`src/rtl/sample_packer_if.sv`:
```
// Sample strobe input and acknowledged byte stream output of the sample packer.
interface sample_packer_if #(
  parameter int SAMPLE_W = 48
);
  logic                sample_rdy;
  logic [SAMPLE_W-2:0] sample;
  logic                data_rdy;
  logic [7:0]          data;
  logic                data_ack;

  modport slave (
    input  sample_rdy,
    input  sample,
    output data_rdy,
    output data,
    input  data_ack
  );

  modport master (
    output sample_rdy,
    output sample,
    input  data_rdy,
    input  data,
    output data_ack
  );
endinterface

```
`src/rtl/sample_packer.sv`:
```
// Buffers flagged samples in a FIFO and serializes each word LSB byte first,
// with saturating accept/drop statistics.
module sample_packer #(
  parameter int SAMPLE_W = 48,
  parameter int DEPTH    = 16,
  parameter int CNT_W    = 16
) (
  input  logic                       clk,
  input  logic                       reset_n,
  sample_packer_if.slave             bus,
  input  logic                       counters_clr,
  output logic [$clog2(DEPTH+1)-1:0] fifo_level,
  output logic [CNT_W-1:0]           sample_count,
  output logic [CNT_W-1:0]           drop_count
);
  localparam int NB = SAMPLE_W / 8;
  localparam int AW = $clog2(DEPTH);
  localparam int LW = $clog2(DEPTH + 1);
  localparam int BW = $clog2(NB);
  localparam logic [LW-1:0] LVL_FULL  = LW'(DEPTH);
  localparam logic [BW-1:0] LAST_BYTE = BW'(NB - 1);

  typedef enum logic {IDLE, SEND} state_t;

  state_t              r_state, w_state_nxt;
  logic [SAMPLE_W-1:0] r_mem [DEPTH];
  logic [AW-1:0]       r_wptr, r_rptr;
  logic [LW-1:0]       r_level;
  logic                r_lost;
  logic [SAMPLE_W-1:0] r_word;
  logic [BW-1:0]       r_idx, w_idx_nxt;
  logic [CNT_W-1:0]    r_scnt, r_dcnt;
  logic                w_accept, w_drop, w_xfer, w_last, w_pop;

  function automatic logic [CNT_W-1:0] sat_inc(input logic [CNT_W-1:0] v);
    return (v == '1) ? v : v + 1'b1;
  endfunction

  // Occupancy is the registered level, so a same-cycle pop never frees a slot.
  assign w_accept = bus.sample_rdy && (r_level != LVL_FULL);
  assign w_drop   = bus.sample_rdy && (r_level == LVL_FULL);
  assign w_xfer   = (r_state == SEND) && bus.data_ack;
  assign w_last   = w_xfer && (r_idx == LAST_BYTE);

  always_comb begin
    w_state_nxt = r_state;
    w_idx_nxt   = r_idx;
    w_pop       = 1'b0;
    case (r_state)
      IDLE: begin
        if (r_level != '0) begin
          w_pop       = 1'b1;
          w_idx_nxt   = '0;
          w_state_nxt = SEND;
        end
      end
      SEND: begin
        if (w_last) begin
          w_idx_nxt = '0;
          if (r_level != '0) w_pop = 1'b1;
          else w_state_nxt = IDLE;
        end else if (w_xfer) begin
          w_idx_nxt = r_idx + 1'b1;
        end
      end
      default: w_state_nxt = IDLE;
    endcase
  end

  always_ff @(posedge clk) begin
    if (!reset_n) begin
      r_state <= IDLE;
      r_idx   <= '0;
      r_wptr  <= '0;
      r_rptr  <= '0;
      r_level <= '0;
      r_lost  <= 1'b0;
    end else begin
      r_state <= w_state_nxt;
      r_idx   <= w_idx_nxt;
      if (w_accept) r_wptr <= r_wptr + 1'b1;
      if (w_pop)    r_rptr <= r_rptr + 1'b1;
      r_level <= r_level + LW'(w_accept) - LW'(w_pop);
      if (w_drop)        r_lost <= 1'b1;
      else if (w_accept) r_lost <= 1'b0;
    end
  end

  // Storage carries no reset; pointers and state decide what is valid.
  always_ff @(posedge clk) begin
    if (w_accept) r_mem[r_wptr] <= {r_lost, bus.sample};
    if (w_pop)    r_word        <= r_mem[r_rptr];
  end

  always_ff @(posedge clk) begin
    if (!reset_n || counters_clr) begin
      r_scnt <= '0;
      r_dcnt <= '0;
    end else begin
      if (w_accept) r_scnt <= sat_inc(r_scnt);
      if (w_drop)   r_dcnt <= sat_inc(r_dcnt);
    end
  end

  assign bus.data_rdy = (r_state == SEND);
  assign bus.data     = (r_state == SEND) ? r_word[8*r_idx +: 8] : 8'h00;
  assign fifo_level   = r_level;
  assign sample_count = r_scnt;
  assign drop_count   = r_dcnt;
endmodule

```
`src/flat_wrapper.sv`:
```
// flat-port wrapper written by rule: the top's interface ports become plain ports
module sample_packer_flat 
#(
  parameter int SAMPLE_W = 48,
  parameter int DEPTH    = 16,
  parameter int CNT_W    = 16
)
  (clk, reset_n, counters_clr, fifo_level, sample_count, drop_count, bus_sample_rdy, bus_sample, bus_data_rdy, bus_data, bus_data_ack);
  sample_packer_if #(.SAMPLE_W(SAMPLE_W)) bus_i ();
  input  logic clk;
  input  logic reset_n;
  input  logic counters_clr;
  output logic [$clog2(DEPTH+1)-1:0] fifo_level;
  output logic [CNT_W-1:0] sample_count;
  output logic [CNT_W-1:0] drop_count;
  input wire logic [$bits(bus_i.sample_rdy)-1:0] bus_sample_rdy;
  input wire logic [$bits(bus_i.sample)-1:0] bus_sample;
  output wire logic [$bits(bus_i.data_rdy)-1:0] bus_data_rdy;
  output wire logic [$bits(bus_i.data)-1:0] bus_data;
  input wire logic [$bits(bus_i.data_ack)-1:0] bus_data_ack;
  assign bus_i.sample_rdy = bus_sample_rdy;
  assign bus_i.sample = bus_sample;
  assign bus_data_rdy = bus_i.data_rdy;
  assign bus_data = bus_i.data;
  assign bus_i.data_ack = bus_data_ack;
  sample_packer #(.SAMPLE_W(SAMPLE_W), .DEPTH(DEPTH), .CNT_W(CNT_W)) u_core (.clk(clk), .reset_n(reset_n), .bus(bus_i), .counters_clr(counters_clr), .fifo_level(fifo_level), .sample_count(sample_count), .drop_count(drop_count));
endmodule
```
`config.mk`:
```
export PLATFORM = sky130hd
export DESIGN_NAME = sample_packer_flat
export DESIGN_NICKNAME = d
export VERILOG_FILES = /design/src/rtl/sample_packer_if.sv /design/src/rtl/sample_packer.sv /design/src/flat_wrapper.sv
export SDC_FILE = /design/constraint.sdc
export NUM_CORES = 1
export LEC_CHECK = 0
export ABC_CLOCK_PERIOD_IN_PS = 6160
export CELL_PAD_IN_SITES_DETAIL_PLACEMENT = 1
export CELL_PAD_IN_SITES_GLOBAL_PLACEMENT = 1
export CORE_ASPECT_RATIO = 1.75
export CORE_MARGIN = 1
export CORE_UTILIZATION = 25
export CTS_CLUSTER_DIAMETER = 30
export DETAILED_ROUTE_END_ITERATION = 10
export PLACE_DENSITY = 0.42
export SYNTH_ARGS = -nofsm -noshare
export SYNTH_HDL_FRONTEND = slang
export SYNTH_SLANG_ARGS = --single-unit
```
`constraint.sdc`:
```
create_clock -name clk -period 6.16 [get_ports clk]
set_clock_uncertainty 0.2 [all_clocks]
set_input_delay 1.232 -clock clk [delete_from_list [all_inputs] [get_ports clk]]
set_output_delay 1.232 -clock clk [all_outputs]
set_load 0.1 [all_outputs]
```
==> Word level (Yosys, flattened, before mapping) <==
Memories as Yosys holds them, arrays and structs flattened. A register that Yosys moved wholly into a read port is not among the register bits.
Cells that the tools add are included.
{ "totals": {"ram_bits": 768, "n_memories": 1, "wordCells": 52, "reg_bits": 50} }
{ "memory_table": {"columns": ["memory", "words", "width", "read_ports", "rd_clocked_by_memory_dff", "wr", "line_no", "rtl"], "rows": [
  ["u_core.r_mem", 16, 48, 1, 1, 1, "sample_packer.sv:26", "logic [SAMPLE_W-1:0] r_mem [DEPTH];"]
]} }
{ "op_classes": {"bitwise": 3, "n_reduce_logical": 11, "n_eq_ne": 7, "add_sub_neg": 7, "muxes": 14, "n_shift": 1} }
{ "op_table": {"columns": ["op", "n"], "rows": [
  ["$shiftx 48x7->8", 1],
  ["$add 16x1->16 const B", 2],
  ["$eq 16x16->1 const B", 2],
  ["$mux 3", 3],
  ["$add 4x1->4 const B", 2],
  ["$mux 8", 1],
  ["$mux 1", 7],
  ["$pmux 3 s2", 1],
  ["$reduce_and 2->1", 3],
  ["$add 5x1->5", 1],
  ["$eq 5x5->1 const B", 1],
  ["$ne 5x5->1 const B", 1],
  ["$reduce_bool 5->1", 1],
  ["$sub 5x1->5", 1],
  ["$logic_and 1x1->1", 4],
  ["$pmux 1 s2", 2],
  ["$add 3x1->3 const B", 1],
  ["$eq 3x3->1 const B", 1],
  ["$ne 3x3->1 const B", 1],
  ["$not 1->1", 3],
  ["$ne 2x1->1 const B", 1],
  ["$reduce_bool 2->1", 1],
  ["$logic_not 1->1", 1],
  ["$logic_or 1x1->1", 1]
]} }

==> Depth between registers and ports, before layout <==
Gate-level depths: netlist of the first run.
{ "logic_depth": {"depth_word": 5, "ltp_mapped": 14} }

==> Least setup slack after synthesis of the first run <==
Ideal clock, no wire load.
{ "synth_path": {"path_kind": "register -> register", "from": "register u_core.r_level[2] (netlist: u_core.fifo_level[2])", "to": "memory u_core.r_mem[4][0] (enable)", "required_ns": 5.437, "arrival_ns": 5.853, "period_less_slack_ns": 6.576, "stages_incl_launch_ff": 10, "slack_ns": -0.416, "path_cell_list": "dfxtp_1 > inv_1 > ha_1 > nand4bb_1 > buf_2 > nand2_1 > inv_1 > clkbuf_1 > nand2_1 > nor3b_1"} }
{ "synth_between": {"elab_chain_len": 4} }
{ "synth_lines": {"columns": ["item", "line_no", "rtl"], "rows": [
  ["from (decl)", "sample_packer.sv:28", "logic [LW-1:0] r_level;"],
  ["from (signal assigned)", "sample_packer.sv:83", "r_level <= r_level + LW'(w_accept) - LW'(w_pop);"],
  ["$ne 5x5->1", "sample_packer.sv:40", "assign w_accept = bus.sample_rdy && (r_level != LVL_FULL);"],
  ["$logic_and 1x1->1", "sample_packer.sv:40", null],
  ["net u_core.w_accept", "sample_packer.sv:33", "logic w_accept, w_drop, w_xfer, w_last, w_pop;"],
  ["$mux 1", "sample_packer.sv:91", "if (w_accept) r_mem[r_wptr] <= {r_lost, bus.sample};"],
  ["$mux 1 (implied by the code)", "sample_packer.sv:91", null],
  ["to (decl)", "sample_packer.sv:26", null]
]} }
The timed path passes the listed nets, and every way through them passes these cells.

==> Worst setup path in the final report of the first run <==
{ "layout_path": {"from": "register u_core.r_idx[0]", "to": "output port bus_data[5]"} }
{ "layout_between": {"elab_chain_len": 2} }
{ "layout_lines": {"columns": ["item", "line_no", "rtl"], "rows": [
  ["from (decl)", "sample_packer.sv:31", "logic [BW-1:0] r_idx, w_idx_nxt;"],
  ["from (signal assigned)", "sample_packer.sv:80", "r_idx <= w_idx_nxt;"],
  ["$shiftx 48x7->8", "sample_packer.sv:106", "assign bus.data = (r_state == SEND) ? r_word[8*r_idx +: 8] : 8'h00;"],
  ["$mux 8", "sample_packer.sv:106", null],
  ["to (decl)", "flat_wrapper.sv:19", "output wire logic [$bits(bus_i.data)-1:0] bus_data;"]
]} }
No other way between the ends.

==> results_dict.tcl, run 1 <==
set metrics [dict create \
    status "finished clean" \
    vias_per_cell 4.60 \
    finalMaxSlewViolations 0 \
    intPower_mw 13.6 \
    wl_per_cell_um 25.5 \
    dp_hpwl_um 56100 \
    synth-seq-cells 866 \
    power_frac_seq_pct 38.4 \
    startpoint_type "register" \
    clockPowerShare_pct 43.4 \
    ys.flop_type "edfxtp_1" \
    die_w_um 279 \
    ys_warn_count 0 \
    syn_nets 1772 \
    synth_commonest_cells "816 x edfxtp_1, 152 x mux4_2, 110 x mux2i_1, 78 x a21oi_1, 57 x o21ai_0" \
    drc 0 \
    finalNonFillerCells 3714 \
    r2r-end "u_core.r_mem[4][25]$_DFFE_PP_" \
    vdd_drop_max_mv 0.226 \
    finish.utilization_pct 31.3 \
    cts.sinks 866 \
    cts_resized 0 \
    cts_tree "built" \
    clockBufferDepth 3 \
    postRouteWirelength_um 94900 \
    synth_most_common_cell "edfxtp_1" \
    final.min_clock_period_ns 4.83 \
    grt_pass1_vias 19300 \
    avgSynthCellArea_um2 19.7 \
    yosysSeqAreaShare_pct 76.1 \
    fmax_ghz 0.207 \
    htree_levels 4 \
    cts_setup_buffers 0 \
    synth_edf_count 816 \
    period_share_pct 78.4 \
    ctsHoldBuffers 0 \
    nets 1966 \
    finalSetupTns_ns 0 \
    min_from "u_core.sample_count[6]$_SDFFE_PP0P_" \
    hold_path_class "register to register" \
    clock_latency_ns 0.75 \
    first_iter_violations 795 \
    io_pins 98 \
    yosysTopAreaCellShare_pct 73.1 \
    cp_max_fo 13 \
    dieArea_um2 136000 \
    slew_headroom_pct 25.5 \
    cp-end-kind "primary output" \
    r2r-start "u_core.fifo_level[2]$_SDFF_PN0_" \
    min_to "u_core.sample_count[6]$_SDFFE_PP0P_" \
    gp_congestion 0.751 \
    rrSetupSlack_ns 2.43 \
    grt.overflow.total 0 \
    p_leak_nw 12.9 \
    drive_above_1_share_pct 22.8 \
    arrival_ns 3.40 \
    syn_area_um2 33500 \
    pwr-share-comb_pct 18.2 \
    fp.dieH_um 486 \
    syn_inst 1704 \
    track_usage_pct 14.2 \
    max-cap-violations 0 \
    cts_buffers 141 \
    initial_core_util_pct 25.2 \
    switching_share_pct 27.8 \
    crit_type "register to primary output" \
    antenna_found_initial 9 \
    whs_path_depth 2 \
    rsz0062_at_grt "false" \
    ys_types 52 \
    core_um2 133000 \
    clk_pin_slew_ns 0.05 \
    rows 177 \
    drt_first_pass_iters 5 \
    p_sw_mw 5.23 \
    synth_area_leaders "edfxtp_1 73%, mux4_2 10%, mux2i_1 3.3%" \
    power_density_nw_per_um2 452 \
    tightest_slew_ns 1.12 \
    vias 17100 \
    dp.cells 3455 \
    async_reset_ff_share_pct 0 \
    grt_max_degree 97 \
    rr_worst_depth 8 \
    clockRootBuffer "clkbuf_16" \
    worstPathRequired_ns 4.73 \
    antenna_left 0 \
    grt_pass1_wl_um 138000 \
    numPortBuffers 97 \
    hold_viol_final 0 \
    synth_top_area_cell "edfxtp_1" \
    finalSetupViolCount 0 \
    area_growth_pct 24.1 \
]
-- worst max-delay path by stage --
stage                               startpoint  slack [ns]                             to
2_1_floorplan  u_core.fifo_level[2]$_SDFF_PN0_       -0.42   u_core.r_mem[4][0]$_DFFE_PP_
3_3_place_gp                    bus_sample_rdy        1.65  u_core.r_mem[4][28]$_DFFE_PP_
3_5_place_dp                    bus_sample_rdy        1.56  u_core.r_mem[4][28]$_DFFE_PP_
4_1_cts           u_core.r_idx[0]$_SDFFE_PN0P_        1.21                    bus_data[6]
5_1_grt           u_core.r_idx[0]$_SDFFE_PN0P_        1.09                    bus_data[6]
6_report          u_core.r_idx[0]$_SDFFE_PN0P_        1.33                    bus_data[5]
-- final cells by class --
type | count | area [um^2]
antenna | 2 | 5.00
clock buffer | 153 | 3620
clock inverter | 104 | 1300
fill | 13400 | 91300
inverter | 27 | 101
multi-input combinational | 718 | 7610
sequential | 866 | 25500
tap | 1700 | 2130
timing repair buffer | 144 | 1340
-- power by group through the flow --
stage | Combinational [mW] | Sequential [mW] | Clock, mW
2_1_floorplan | 2.28 | 7.21 | 0
3_3_place_gp | 3.54 | 7.35 | 0
3_5_place_dp | 3.56 | 7.36 | 0
4_1_cts | 3.57 | 7.25 | 8.37
5_1_grt | 3.71 | 7.25 | 8.59
6_report | 3.43 | 7.22 | 8.16
-- flip-flops by register name, indices dropped and copies added, names as in the netlist --
name	flops
u_core.drop_count	16
u_core.fifo_level	5
u_core.r_rptr	4
u_core.r_word	48
u_core.r_lost	1
u_core.r_wptr	4
u_core.r_idx	3
u_core.sample_count	16
u_core.r_mem	768
u_core.bus.data_rdy	1
-- cells in the final DEF, fill, tap and decap left out, drive strengths merged, types with 4 or more instances in the layout --
| cell | instances |
|---|---|
| buf | 47 |
| nor4 | 6 |
| nor3 | 6 |
| clkinv | 52 |
| a22oi | 48 |
| a221oi | 45 |
| bufinv | 22 |
| ha | 15 |
| o21ai | 57 |
| dfxtp | 50 |
| nor2 | 14 |
| or4 | 16 |
| edfxtp | 816 |
| mux2i | 110 |
| nand3 | 17 |
| clkinvlp | 10 |
| nand2b | 4 |
| clkbuf | 153 |
| a21oi | 78 |
| or3 | 5 |
| and2 | 22 |
| o31ai | 14 |
| nand2 | 26 |
| inv | 47 |
| xnor2 | 5 |
| nor3b | 6 |
| o22ai | 8 |
| nand4 | 13 |
| clkdlybuf4s50 | 97 |
| and3 | 4 |
| mux4 | 152 |
| and4 | 11 |
-- layer usage --
layer | wire length, um | GRT usage (%)
met1 | 36700 | 15.6
met2 | 52800 | 27.0
met3 | 3280 | 2.71
met4 | 2140 | 4.75
met5 | 40 | 0
-- metrics by stage --
step,total power [mW],instance area [um^2],hold WS [ns],worst slack (ns)
after global placement,10.9,36700,0.295,1.65
after global routing,19.5,41600,0.360,1.09
after floorplan,9.49,33500,0.277,-0.416
after CTS,19.2,41600,0.322,1.21
final,18.8,41600,0.324,1.33
after detailed placement,10.9,36700,0.316,1.56
-- cell families after synthesis --
kind of cell             after synthesis  share of synthesized area (%)
AO/OA/AOI/OAI                        270                           5.22
XOR/XNOR                               8                          0.209
adder cells (fa/ha/maj)               16                          0.620
buffers and inverters                120                           1.45
flip-flops                           866                           76.1
multiplexers                         264                           13.6
AND/OR/NAND/NOR                      160                           2.84
-- worst max-delay path, stage by stage, from the launching register on --
cell,delay [ns]
dfxtp_1,0.77
mux4_2,0.58
inv_1,0.07
o22ai_1,0.08
and2_1,0.18
clkdlybuf4s50_1,0.97
Note: power is estimated with default switching activity, not from simulation.
==> inputs of run 2 (changes only) <==
ABC_CLOCK_PERIOD_IN_PS = 4700   (was 6160)
PLACE_DENSITY = 0.41   (was 0.42)
clock period = 4.7 ns   (was 6.16 ns; I/O delays follow)
==> results_dict.tcl, run 2 (synthesis results as in run 1) <==
set metrics [dict create \
    grt.overflow.total 0 \
    finalNonFillerCells 3734 \
    core_um2 133000 \
    grt_pass1_vias 19400 \
    hold_ws_ns 0.326 \
    max-cap-violations 0 \
    cp_slowest_stage_delay_ns 0.64 \
    cp-startpoint "u_core.r_idx[0]$_SDFFE_PN0P_" \
    status "finished clean" \
    cp-end-kind "primary output" \
    numPortBuffers 97 \
    startpoint_type "register" \
    vias 17400 \
    final.min_clock_period_ns 4.06 \
    clockBufferDepth 3 \
    clockRootBuffer "clkbuf_16" \
    rr_worst_depth 6 \
    whs_path_depth 2 \
    cts_setup_buffers 0 \
    die_w_um 279 \
    r2r-end "u_core.r_word[31]$_DFFE_PN_" \
    hold_viol_final 0 \
    track_usage_pct 14.5 \
    ctsHoldBuffers 0 \
    fmax_ghz 0.246 \
    crit_family "buffers and inverters" \
    clk_pin_slew_ns 0.05 \
    tightest_slew_ns 1.02 \
    p_total_mw 24.3 \
    rrSetupSlack_ns 1.46 \
    dp.cells 3478 \
    regMostFlops "u_core.r_mem" \
    min_from "u_core.sample_count[6]$_SDFFE_PP0P_" \
    arrival_ns 2.92 \
    top_usage_layer "met2" \
    hold_path_class "register to register" \
    final_cell_mix "816 x edfxtp_1, 152 x mux4_2, 139 x clkbuf_16" \
    cts_buffers 138 \
    cts.sinks 866 \
    met2_usage_pct 26.3 \
    htree_levels 4 \
    rsz0062_at_grt "false" \
    fp.dieH_um 486 \
    dp_hpwl_um 59900 \
    period_share_pct 86.4 \
    fillerInstances 13300 \
    io_pins 98 \
    grt_use_met3_pct 2.81 \
    first_iter_violations 932 \
    pre_cts_ws_ns 0.942 \
    wl_per_cell_um 25.9 \
    cts_tree "built" \
    min_to "u_core.sample_count[6]$_SDFFE_PP0P_" \
    cp_common_cell "buf_4" \
    cts_resized 0 \
    drive_above_1_share_pct 23.7 \
    slowest_stage "dfxtp_1" \
    finalMaxSlewViolations 0 \
    dieArea_um2 136000 \
    antenna_found_initial 3 \
    vias_per_cell 4.66 \
    cp_cell_sequence "buf_4 -> mux4_2 -> inv_1 -> o22ai_1 -> and2_1 -> buf_4" \
    gp_congestion 0.752 \
    drc 0 \
    worstPathRequired_ns 3.56 \
    crit_type "register to primary output" \
    grt_max_degree 84 \
    power_density_nw_per_um2 582 \
    grt_pass1_wl_um 140000 \
    initial_core_util_pct 25.2 \
    clock_latency_ns 0.76 \
    cp_max_fo 13 \
    reg_top3 "u_core.r_mem x768, u_core.r_word x48" \
    drt_first_pass_iters 5 \
    rows 177 \
    finalSetupViolCount 0 \
    slew_headroom_pct 32.0 \
    finalWorstSetupSlack_ns 0.637 \
    p_leak_nw 13.0 \
    r2r-start "u_core.r_rptr[0]$_SDFFE_PN0N_" \
    vdd_drop_max_mv 0.365 \
    grt_use_met1_pct 17.0 \
    path_buf_inv 3 \
    final_common_cell "edfxtp_1" \
    nets 1986 \
    finish.utilization_pct 31.5 \
    postRouteWirelength_um 96600 \
    largest_register_ffs 768 \
    antenna_left 0 \
    area_growth_pct 24.9 \
]
run 2: layer usage:
layer / part of all wire [%] / vias to the layer above
li1: - / 7593
met1: 41 / 9286
met2: 53 / 367
met3: 3.8 / 149
met4: 2.3 / 2
met5: 0.012 / -
run 2: layout make-up:
class | count | area, um^2 | area share [%]
clock inverter | 100 | 1210 | 2.89
antenna | 1 | 2.50 | 0.00598
multi-input combinational | 718 | 7630 | 18.2
timing repair buffer | 167 | 1730 | 4.13
sequential | 866 | 25500 | 61.0
inverter | 27 | 101 | 0.242
clock buffer | 155 | 3540 | 8.45
tap | 1700 | 2130 | 5.08
run 2: worst reg2reg max path: stages, from the launching register on:
cell and delay (ns):
dfxtp_4 0.72, buf_12 0.36, buf_4 0.42, mux2i_1 0.19, a221oi_1 0.65, a21oi_1 0.09
o21ai_0 0.38
run 2: worst max path at each step:
stage	end	slack (ns)	depth (start not counted)
2_1_floorplan	u_core.r_mem[4][0]$_DFFE_PP_	-0.23	9
3_3_place_gp	u_core.fifo_level[4]$_SDFF_PN0_	0.90	12
3_5_place_dp	u_core.fifo_level[4]$_SDFF_PN0_	0.94	12
4_1_cts	bus_data[7]	0.52	6
5_1_grt	bus_data[7]	0.45	6
6_report	bus_data[7]	0.64	6
run 2: metrics by stage:
step	TNS [ns]	area (um^2)
global placement	0	37100
global route	0	41900
finish	0	41900
CTS	0	41900
detailed placement	0	37100
floorplan	-40.37	33500
run 2: where the power goes:
group | total, mW | internal [mW] | switching (mW)
sequential | 9.39 | 9.06 | 0.330
combinational | 4.65 | 1.96 | 2.68
clock | 10.3 | 6.38 | 3.93
total | 24.3 | 17.4 | 6.95
